### config.mk
export PLATFORM = sky130hd
export DESIGN_NAME = interp_result_collector
export DESIGN_NICKNAME = d
export VERILOG_FILES = /design/src/rtl/interp_pkg.sv /design/src/rtl/interp_result_collector.sv
export SDC_FILE = /design/constraint.sdc
export NUM_CORES = 1
export LEC_CHECK = 0
export ABC_AREA = 0
export CAP_MARGIN = 10
export CORE_AREA = 2 2 420 422
export CTS_CLUSTER_DIAMETER = 120
export DETAILED_ROUTE_END_ITERATION = 8
export DIE_AREA = 0 0 422 424
export GPL_ROUTABILITY_DRIVEN = 0
export PLACE_DENSITY = 0.37
export SLEW_MARGIN = 25
export SYNTH_ARGS = -nofsm -noshare
export SYNTH_HDL_FRONTEND = slang
export SYNTH_SLANG_ARGS = --single-unit
export TNS_END_PERCENT = 5
### constraint.sdc
create_clock -name clk -period 2.54 [get_ports clk]
set_input_delay 0.381 -clock clk [delete_from_list [all_inputs] [get_ports clk]]
set_output_delay 0.381 -clock clk [all_outputs]
set_load 0.01 [all_outputs]
### src/rtl/interp_pkg.sv
// Shared types for the hash-encoding interpolation group and its result collector:
// collector state encoding, default level/feature geometry and the feature word type.
package interp_pkg;

  localparam int DEF_DATA_SIZE = 32;
  localparam int DEF_NUM_LEVEL = 16;

  typedef enum logic [1:0] {
    ST_IDLE    = 2'd0,
    ST_COLLECT = 2'd1,
    ST_OUTPUT  = 2'd2
  } collect_state_t;

  typedef logic [DEF_DATA_SIZE-1:0] feat_word_t;

endpackage

### src/rtl/interp_result_collector.sv
// Gathers per-level interpolated features for one sample point and hands the packed vector
// to the MLP. Optional COLLECT watchdog is enabled with `define INTERP_COLLECT_TIMEOUT_EN.
module interp_result_collector
  import interp_pkg::*;
#(
  parameter int DATA_SIZE      = DEF_DATA_SIZE,
  parameter int NUM_LEVEL      = DEF_NUM_LEVEL,
  parameter int TIMEOUT_CYCLES = 1024
) (
  input  logic                 clk,
  input  logic                 rstn,
  input  logic                 start,
  input  logic [NUM_LEVEL-1:0] level_mask,
  input  logic [NUM_LEVEL-1:0] lvl_done,
  input  logic [DATA_SIZE-1:0] lvl_feat [NUM_LEVEL],
  output logic                 out_valid,
  input  logic                 out_ready,
  output logic [DATA_SIZE-1:0] out_feat [NUM_LEVEL],
  output logic                 busy,
  output logic                 dup_err,
  output logic                 timeout_err,
  input  logic                 err_clr,
  output collect_state_t       dbg_state
);

  // Handshake: out_valid rises once all masked levels are in and stays high with out_feat
  // frozen until the cycle out_valid & out_ready are both high; that cycle is the transfer.

  collect_state_t         state;
  logic [NUM_LEVEL-1:0]   pend;
  logic [NUM_LEVEL-1:0]   got;
  logic [NUM_LEVEL-1:0]   cap_vec;
  logic [NUM_LEVEL-1:0]   err_vec;
  logic [DATA_SIZE-1:0]   feat_q [NUM_LEVEL];
  logic                   accept_start;
  logic                   all_done;
  logic                   timeout_hit;

  assign dbg_state = state;

  always_comb begin
    accept_start = (state == ST_IDLE) && start && (|level_mask);
    cap_vec      = '0;
    err_vec      = lvl_done;
    if (state == ST_COLLECT) begin
      cap_vec = lvl_done & pend & ~got;
      err_vec = lvl_done & ~(pend & ~got);
    end
    all_done = ((got | cap_vec) == pend);
  end

`ifdef INTERP_COLLECT_TIMEOUT_EN
  localparam int CNT_W = $clog2(TIMEOUT_CYCLES + 1);
  localparam logic [CNT_W-1:0] CNT_LAST = CNT_W'(TIMEOUT_CYCLES - 1);
  logic [CNT_W-1:0] cyc_cnt;

  // Completion in the limit cycle takes priority over the watchdog.
  assign timeout_hit = (state == ST_COLLECT) && !all_done && (cyc_cnt == CNT_LAST);

  always_ff @(posedge clk or negedge rstn) begin
    if (!rstn) begin
      cyc_cnt     <= '0;
      timeout_err <= 1'b0;
    end else begin
      if (accept_start) cyc_cnt <= '0;
      else if (state == ST_COLLECT) cyc_cnt <= cyc_cnt + 1'b1;
      timeout_err <= (timeout_err & ~err_clr) | timeout_hit;
    end
  end
`else
  logic timeout_unused;
  assign timeout_unused = |TIMEOUT_CYCLES;
  assign timeout_hit    = 1'b0;
  assign timeout_err    = 1'b0;
`endif

  always_ff @(posedge clk or negedge rstn) begin
    if (!rstn) begin
      state     <= ST_IDLE;
      pend      <= '0;
      got       <= '0;
      out_valid <= 1'b0;
      busy      <= 1'b0;
      dup_err   <= 1'b0;
    end else begin
      dup_err <= (dup_err & ~err_clr) | (|err_vec);
      case (state)
        ST_IDLE: begin
          if (accept_start) begin
            state <= ST_COLLECT;
            pend  <= level_mask;
            got   <= '0;
            busy  <= 1'b1;
          end
        end
        ST_COLLECT: begin
          got <= got | cap_vec;
          if (all_done || timeout_hit) begin
            state     <= ST_OUTPUT;
            out_valid <= 1'b1;
          end
        end
        ST_OUTPUT: begin
          if (out_ready) begin
            state     <= ST_IDLE;
            out_valid <= 1'b0;
            busy      <= 1'b0;
          end
        end
        default: state <= ST_IDLE;
      endcase
    end
  end

  // Buffers clear on each new point so unmasked or timed-out levels read as zero.
  for (genvar i = 0; i < NUM_LEVEL; i++) begin : g_lvl
    always_ff @(posedge clk or negedge rstn) begin
      if (!rstn)             feat_q[i] <= '0;
      else if (accept_start) feat_q[i] <= '0;
      else if (cap_vec[i])   feat_q[i] <= lvl_feat[i];
    end
    assign out_feat[i] = feat_q[i];
  end

endmodule
==> results of run 1 <==
[worst register-to-register path: cells and delay by family, from the launching register on]
kind / cells / cell delay, ps
buffers and inverters: 1 / 250
AOI/OAI and AO/OA: 2 / 790
and+or+nand+nor: 3 / 560
DFF: 1 / 520
[repair_timing]
item	CTS	global route
resized for setup	1	0
setup endpoints to repair	1	0
hold endpoints to repair	41	0
hold buffers	1	0
[layer usage]
metal	routed length, µm	vias up	GRT usage, %
met5	27	-	0
met4	3017	4	4.530
met3	7635	172	3.509
met2	70580	641	25.92
met1	56440	10850	18.02
li1	-	10123	-
[cell type report]
class	instances	area [µm²]
antenna	10	25.02
clock buffer	112	2261
clock inverter	27	355.3
fill	19466	136000
inverter	11	41.29
multi-input combinational	1718	7620
sequential	549	13740
tap	2340	2928
timing repair buffer	1165	11940
[metrics by stage]
stage	hold WS (ps)	utilization (%)
after floorplan	85.41	-
after global placement	392.9	20.73
after detailed placement	391.8	20.73
after CTS	126.1	22.23
after global routing	187.1	22.24
final	230.4	22.24
[sequential cells by signal, summed over array words and instances (netlist names)]
name,count
out_feat,512
got,16
pend,16
dbg_state,2
busy,1
dup_err,1
out_valid,1
[cell usage after synthesis, drive strengths merged, types with 3 or more instances]
cell and n:
and3 10, o21ai 13, o22ai 3, inv 11, a21oi 521, mux2 16, nor4 8, clkbuf 121
o2111ai 4, nand2 1032, nor2 27, dfrtp 549, nand3 11, nand4 4, nor2b 11, nor3 5
nand2b 26, buf 59, or3 5, nand3b 4
[worst paths after layout]
path	slack, ps	startpoint	end
max	200	dbg_state[1]	dbg_state[1]
min	230	rstn	out_feat[343]
max reg2reg	280	dbg_state[1]	dup_err
min reg2reg	510	out_valid	out_valid
max in group asynchronous	1350	rstn	out_feat[74]
min in group clk	230	lvl_feat[3]	out_feat[3]
[cell families after synthesis]
group | Yosys count | synth area share, %
compound gates | 550 | 12.69
simple gates | 1151 | 20.69
mux | 16 | 0.8156
buf+inv | 191 | 3.591
other cells | 1 | 0.01698
flops | 549 | 62.19
[cells in the final DEF (no fill, tap or decap), types with 5 or more instances in the layout]
master and count:
sky130_fd_sc_hd__nand3_1 7, sky130_fd_sc_hd__nand2_1 1032, sky130_fd_sc_hd__clkbuf_8 16, sky130_fd_sc_hd__buf_12 42, sky130_fd_sc_hd__nor2_1 27, sky130_fd_sc_hd__or3_1 5, sky130_fd_sc_hd__nor4_1 8, sky130_fd_sc_hd__clkdlybuf4s50_1 1064
sky130_fd_sc_hd__dfrtp_1 548, sky130_fd_sc_hd__nor3_4 5, sky130_fd_sc_hd__bufinv_16 5, sky130_fd_sc_hd__a21oi_1 521, sky130_fd_sc_hd__nor2b_1 11, sky130_fd_sc_hd__buf_4 57, sky130_fd_sc_hd__diode_2 10, sky130_fd_sc_hd__mux2_2 16
sky130_fd_sc_hd__clkbuf_1 17, sky130_fd_sc_hd__inv_1 11, sky130_fd_sc_hd__and3_1 5, sky130_fd_sc_hd__nand2b_1 26, sky130_fd_sc_hd__clkinv_2 9, sky130_fd_sc_hd__clkbuf_16 79, sky130_fd_sc_hd__o21ai_0 13
[where the power goes]
group	switching (mW)	leakage (nW)	total, mW	internal [mW]
combinational	8.85	7.52	17.8	8.94
sequential	2.23	7.00	14.5	12.3
clock	4.64	1.27	11.4	6.73
total	15.7	15.8	43.7	28.0
==> results.rst, run 1 <==
.. list-table::
   :header-rows: 1

   * - Metric
     - Value
   * - Number of buffers added on ports
     - 1065
   * - Drt first pass iters
     - 5
   * - Number of standard cells after synthesis
     - 2458
   * - Setup slack after layout
     - 197.6 ps
   * - Wirelength per Cell
     - 23.21 µm
   * - Mean cell area of the mapped netlist
     - 8.987 µm²
   * - Type of the tightest min-delay check
     - primary input to asynchronous set/reset pin
   * - Pwr dens
     - 1123 nW/µm²
   * - Maximum capacitance violations
     - 0
   * - Nature of the critical path startpoint
     - flop
   * - DP Wirelength
     - 106.1 mm
   * - Aggregate routed wire length
     - 137.7 mm
   * - Buffers inserted by post-CTS timing repair
     - 0
   * - Layout Skew
     - 26.32 ps
   * - Area of the die
     - 178900 µm²
   * - Hold violation count in the final report
     - 0
   * - Area Overhead vs Synth
     - 76.16%
   * - Number of cells in the finished layout apart from fillers
     - 5932
   * - Fraction of final layout cells with drive strength greater than 1
     - 7.147%
   * - Via-to-Cell Ratio
     - 3.673
   * - Final setup violation count
     - 0
   * - DRC violations left
     - 0
   * - Synth Net Count
     - 3007
   * - Max stage delay on crit path
     - 710 ps
   * - Total Routing Usage GR
     - 14.87%
   * - Maximum fanout along the worst path
     - 11
   * - Antenna Nets Post-Route
     - 0
   * - Fraction of the cycle the final worst path needs
     - 92.22%
   * - Final total negative setup slack
     - 0 ps
   * - CP endpoint kind
     - primary output
   * - Skew-Pair Late Insertion Delay
     - 680 ps
   * - Reported leakage power
     - 15.80 nW
   * - Inserted Clock Buffers
     - 77
   * - Residual overflow from global routing
     - 0
   * - Transition time of the tightest slew-check pin
     - 626.3 ps
   * - Worst-path cell chain
     - clkdlybuf4s50_1
   * - Normalized max-slew margin
     - 58.25%
   * - Req. time, crit path
     - 2160 ps
   * - Floorplan row count
     - 154
   * - Peak VDD IR
     - 0.0004907 V
   * - Die outline width
     - 422 µm
   * - Initial core utilization
     - 12.63%
   * - Pin count of the biggest net entering global routing
     - 92
   * - Top-area cell type share of the netlist area
     - 62.19%
   * - CTS tree
     - built
   * - Crit-path slowest cell
     - sky130_fd_sc_hd__clkdlybuf4s50_1
   * - Number of buffer and inverter instances along the worst setup path
     - 1
   * - Total I/O pin count
     - 1067
   * - Fraction of registers with async set/reset
     - 100.0%
   * - Cell area after technology mapping
     - 22090 µm²
   * - Iter 0 DRT Violations
     - 1369
   * - Pwr Total
     - 43.69 mW
   * - H-tree levels
     - 3
   * - Wire length of the first global-routing pass
     - 187.5 mm
   * - Cell family with most CP delay
     - buffers and inverters
   * - Final period demand of the worst path
     - 2342 ps
   * - Antenna violations before repair
     - 38
   * - Number of library cell types mapped by synthesis
     - 37
   * - Number of global-route vias before repair
     - 22011
   * - Upper clock frequency limit
     - 426.9 MHz
   * - Worst slack at placement
     - -245.8 ps
   * - Critical path class
     - flop to primary output
   * - Clock sink total
     - 549
   * - Count of flip-flops with a built-in enable after synthesis
     - 0
   * - CORE AREA
     - 175000 µm²
   * - Warning count from the yosys run
     - 0
   * - Post-route cell area
     - 38910 µm²
   * - Clock Pin Slew Worst Setup and Hold Paths
     - 60 ps
   * - Synth top area cells
     - sky130_fd_sc_hd__dfrtp_1 62%, sky130_fd_sc_hd__nand2_1 18%, sky130_fd_sc_hd__a21oi_1 12%, sky130_fd_sc_hd__clkbuf_1 2.1%, sky130_fd_sc_hd__buf_2 1.2%
   * - Placed Area
     - 36260 µm²
   * - Count of cell instances traversed by the critical path
     - 1
   * - Cell total after placement
     - 5782
   * - Net count reported at finish
     - 4071
   * - Area leader, netlist
     - sky130_fd_sc_hd__dfrtp_1
   * - Unrepaired setup endpoints after global routing
     - no
   * - Status
     - completed
   * - Sequential element share of the synthesized area
     - 62.19%
   * - Overall die height
     - 424 µm
   * - Worst path arrival time
     - 1960 ps
   * - Dominant synthesized flop cell
     - sky130_fd_sc_hd__dfrtp_1
   * - Yosys reg bits
     - 549
   * - Cell depth of the worst flop-to-flop path
     - 6
   * - Total number of vias
     - 21790
   * - Library cell used as clock root buffer
     - sky130_fd_sc_hd__clkbuf_16
   * - Final-report max-slew violation count
     - 0
   * - Longest Clk Path Bufs
     - 3
(Power assumes the default switching activity.)
==> run 2: changes to the inputs <==
--- a/config.mk
+++ b/config.mk
@@ -6,6 +6,7 @@
 export NUM_CORES = 1
 export LEC_CHECK = 0
 export ABC_AREA = 0
+export ABC_CLOCK_PERIOD_IN_PS = 2540
 export CAP_MARGIN = 10
 export CORE_AREA = 2 2 420 422
 export CTS_CLUSTER_DIAMETER = 120
==> results of run 2 <==
Same layout as run 1: the final DEF is identical, and so are final timing and power.
==> run 3: changes to the inputs <==
--- a/config.mk
+++ b/config.mk
@@ -8,12 +8,13 @@
 export ABC_AREA = 0
 export ABC_CLOCK_PERIOD_IN_PS = 2540
 export CAP_MARGIN = 10
-export CORE_AREA = 2 2 420 422
+export CORE_AREA = 10 10 404 406
 export CTS_CLUSTER_DIAMETER = 120
 export DETAILED_ROUTE_END_ITERATION = 8
-export DIE_AREA = 0 0 422 424
+export DIE_AREA = 0 0 414 416
 export GPL_ROUTABILITY_DRIVEN = 0
-export PLACE_DENSITY = 0.37
+export PLACE_DENSITY = 0.4
+export SETUP_SLACK_MARGIN = 0.2
 export SLEW_MARGIN = 25
 export SYNTH_ARGS = -nofsm -noshare
 export SYNTH_HDL_FRONTEND = slang
==> results.rst, run 3 (same netlist as run 1, synthesis figures left out) <==
.. list-table::
   :header-rows: 1

   * - Metric
     - Value
   * - Status
     - completed
   * - Pin count of the biggest net entering global routing
     - 100
   * - Clock Pin Slew Worst Setup and Hold Paths
     - 60 ps
   * - Drt first pass iters
     - 5
   * - Cell depth of the worst flop-to-flop path
     - 6
   * - Number of global-route vias before repair
     - 22609
   * - Placed Area
     - 35840 µm²
   * - Final period demand of the worst path
     - 2233 ps
   * - Hold EP
     - out_feat[391]
   * - Residual overflow from global routing
     - 0
   * - Pwr dens
     - 1142 nW/µm²
   * - Buffers inserted by post-CTS timing repair
     - 0
   * - Net count reported at finish
     - 4066
   * - Worst reg2reg startpoint
     - dbg_state[1]
   * - Unrepaired setup endpoints after global routing
     - yes
   * - Maximum capacitance violations
     - 0
   * - Origin of the worst min-delay path
     - lvl_feat[391]
   * - Cell depth of the worst hold path
     - 3
   * - Cell family with most CP delay
     - buffers and inverters
   * - R2r endpoint
     - dup_err
   * - Peak VDD IR
     - 0.0006539 V
   * - Nature of the critical path startpoint
     - flop
   * - Layout Skew
     - 32.50 ps
   * - Final setup violation count
     - 0
   * - Req. time, crit path
     - 2160 ps
   * - Worst-path cell chain
     - buf_4, clkdlybuf4s50_1
   * - Number of buffer and inverter instances along the worst setup path
     - 2
   * - Antenna Nets Post-Route
     - 0
   * - R2R Setup Slk
     - 360 ps
   * - Initial core utilization
     - 14.22%
   * - Transition time of the tightest slew-check pin
     - 741.1 ps
   * - Most frequent cells in the layout
     - 1063 x sky130_fd_sc_hd__clkdlybuf4s50_1, 1032 x sky130_fd_sc_hd__nand2_1, 549 x sky130_fd_sc_hd__dfrtp_1, 521 x sky130_fd_sc_hd__a21oi_1, 79 x sky130_fd_sc_hd__clkbuf_16
   * - Final-report max-slew violation count
     - 0
   * - Via-to-Cell Ratio
     - 3.891
   * - Wire length of the first global-routing pass
     - 193.9 mm
   * - Longest Clk Path Bufs
     - 3
   * - Type of the tightest min-delay check
     - primary input to flop
   * - Library cell used as clock root buffer
     - sky130_fd_sc_hd__clkbuf_16
   * - Total I/O pin count
     - 1067
   * - Maximum fanout along the worst path
     - 5
   * - Aggregate routed wire length
     - 142.9 mm
   * - Fraction of the cycle the final worst path needs
     - 87.90%
   * - Max stage delay on crit path
     - 700 ps
   * - Final cell utilization of the core
     - 24.86%
   * - Antenna violations before repair
     - 53
   * - Number of buffers added on ports
     - 1065
   * - Reported leakage power
     - 15.79 nW
   * - Total Routing Usage GR
     - 15.88%
   * - Critical path class
     - flop to primary output
   * - DP Wirelength
     - 112.1 mm
   * - Wirelength per Cell
     - 25.26 µm
   * - Die outline width
     - 414 µm
   * - Upper clock frequency limit
     - 447.9 MHz
   * - Crit-path slowest cell
     - sky130_fd_sc_hd__clkdlybuf4s50_1
   * - Hold violation count in the final report
     - 0
   * - Most common cell after layout, fill and taps aside
     - sky130_fd_sc_hd__clkdlybuf4s50_1
   * - CTS tree
     - built
   * - Area of the die
     - 172200 µm²
   * - Number of flip-flops under the largest register name
     - 512
   * - Total number of vias
     - 22012
   * - Clock sink total
     - 549
   * - Area Overhead vs Synth
     - 74.74%
   * - DRC violations left
     - 0
   * - Overall die height
     - 416 µm
   * - CP endpoint kind
     - primary output
   * - Skew-Pair Late Insertion Delay
     - 680 ps
   * - Iter 0 DRT Violations
     - 1508
   * - CORE AREA
     - 155300 µm²
   * - Fraction of final layout cells with drive strength greater than 1
     - 7.071%
   * - Floorplan row count
     - 145
   * - Normalized max-slew margin
     - 50.18%
   * - Post-route cell area
     - 38600 µm²
   * - Inserted Clock Buffers
     - 79
   * - Worst path arrival time
     - 1850 ps
   * - H-tree levels
     - 3
==> run 3: power breakdown <==
group / internal [mW] / switching (mW)
Combinational: 8.96 / 9.18
Sequential: 12.3 / 2.12
Clock: 6.88 / 4.63
Total: 28.1 / 15.9
==> run 3: how the worst max path moves through the flow <==
stage,endpoint,slack [ps],cells past startpoint,start
after floorplan,dbg_state[0],740,6,level_mask[4]
after global placement,out_feat[347],-700,8,level_mask[9]
after detailed placement,out_feat[495],-300,7,level_mask[7]
after CTS,dbg_state[1],170,6,dbg_state[1]
after global routing,dbg_state[1],150,6,dbg_state[1]
final,dbg_state[0],310,2,dbg_state[0]
==> run 3: final cells by class <==
| type | count | area (µm²) |
|---|---|---|
| fill | 16980 | 116700 |
| clock inverter | 32 | 461.7 |
| sequential | 549 | 13740 |
| tap | 2058 | 2575 |
| multi-input combinational | 1718 | 7642 |
| antenna | 21 | 52.55 |
| inverter | 11 | 41.29 |
| timing repair buffer | 1158 | 11870 |
| clock buffer | 110 | 2223 |
==> run 3: repair_timing <==
item,in CTS,in global routing
hold endpoints to repair,34,0
hold buffers,1,0
gates resized for setup,3,1
pin swaps,0,1
setup endpoints to repair,168,5
==> run 3: per-layer routing <==
layer / GRT usage (%) / vias up / share of wire (%)
met5: 0 / - / 0.18
met2: 27.50 / 732 / 51
met4: 5.755 / 42 / 2.7
met1: 17.96 / 10924 / 38
met3: 5.556 / 194 / 8.0
li1: - / 10120 / -
==> run 3: per-stage QoR <==
stage          TNS (ps)  hold slack [ps]  cells  total power [mW]  setup WS (ps)
6_report              0            240.3   5657             44.07          307.3
3_5_place_dp    -102350            439.4   5493             33.12         -295.2
3_3_place_gp    -332020            441.0   5493             32.99         -695.3
4_1_cts               0            150.6   5636             45.08          170.7
5_1_grt               0            203.3   5654             46.76          145.6
2_1_floorplan         0            85.41   2458             20.91          735.9
==> run 3: worst min-delay path: cells and delay by family <==
family,cells,cell delay (ps)
buf+inv,1,400
simple gates,1,50
compound gates,1,50
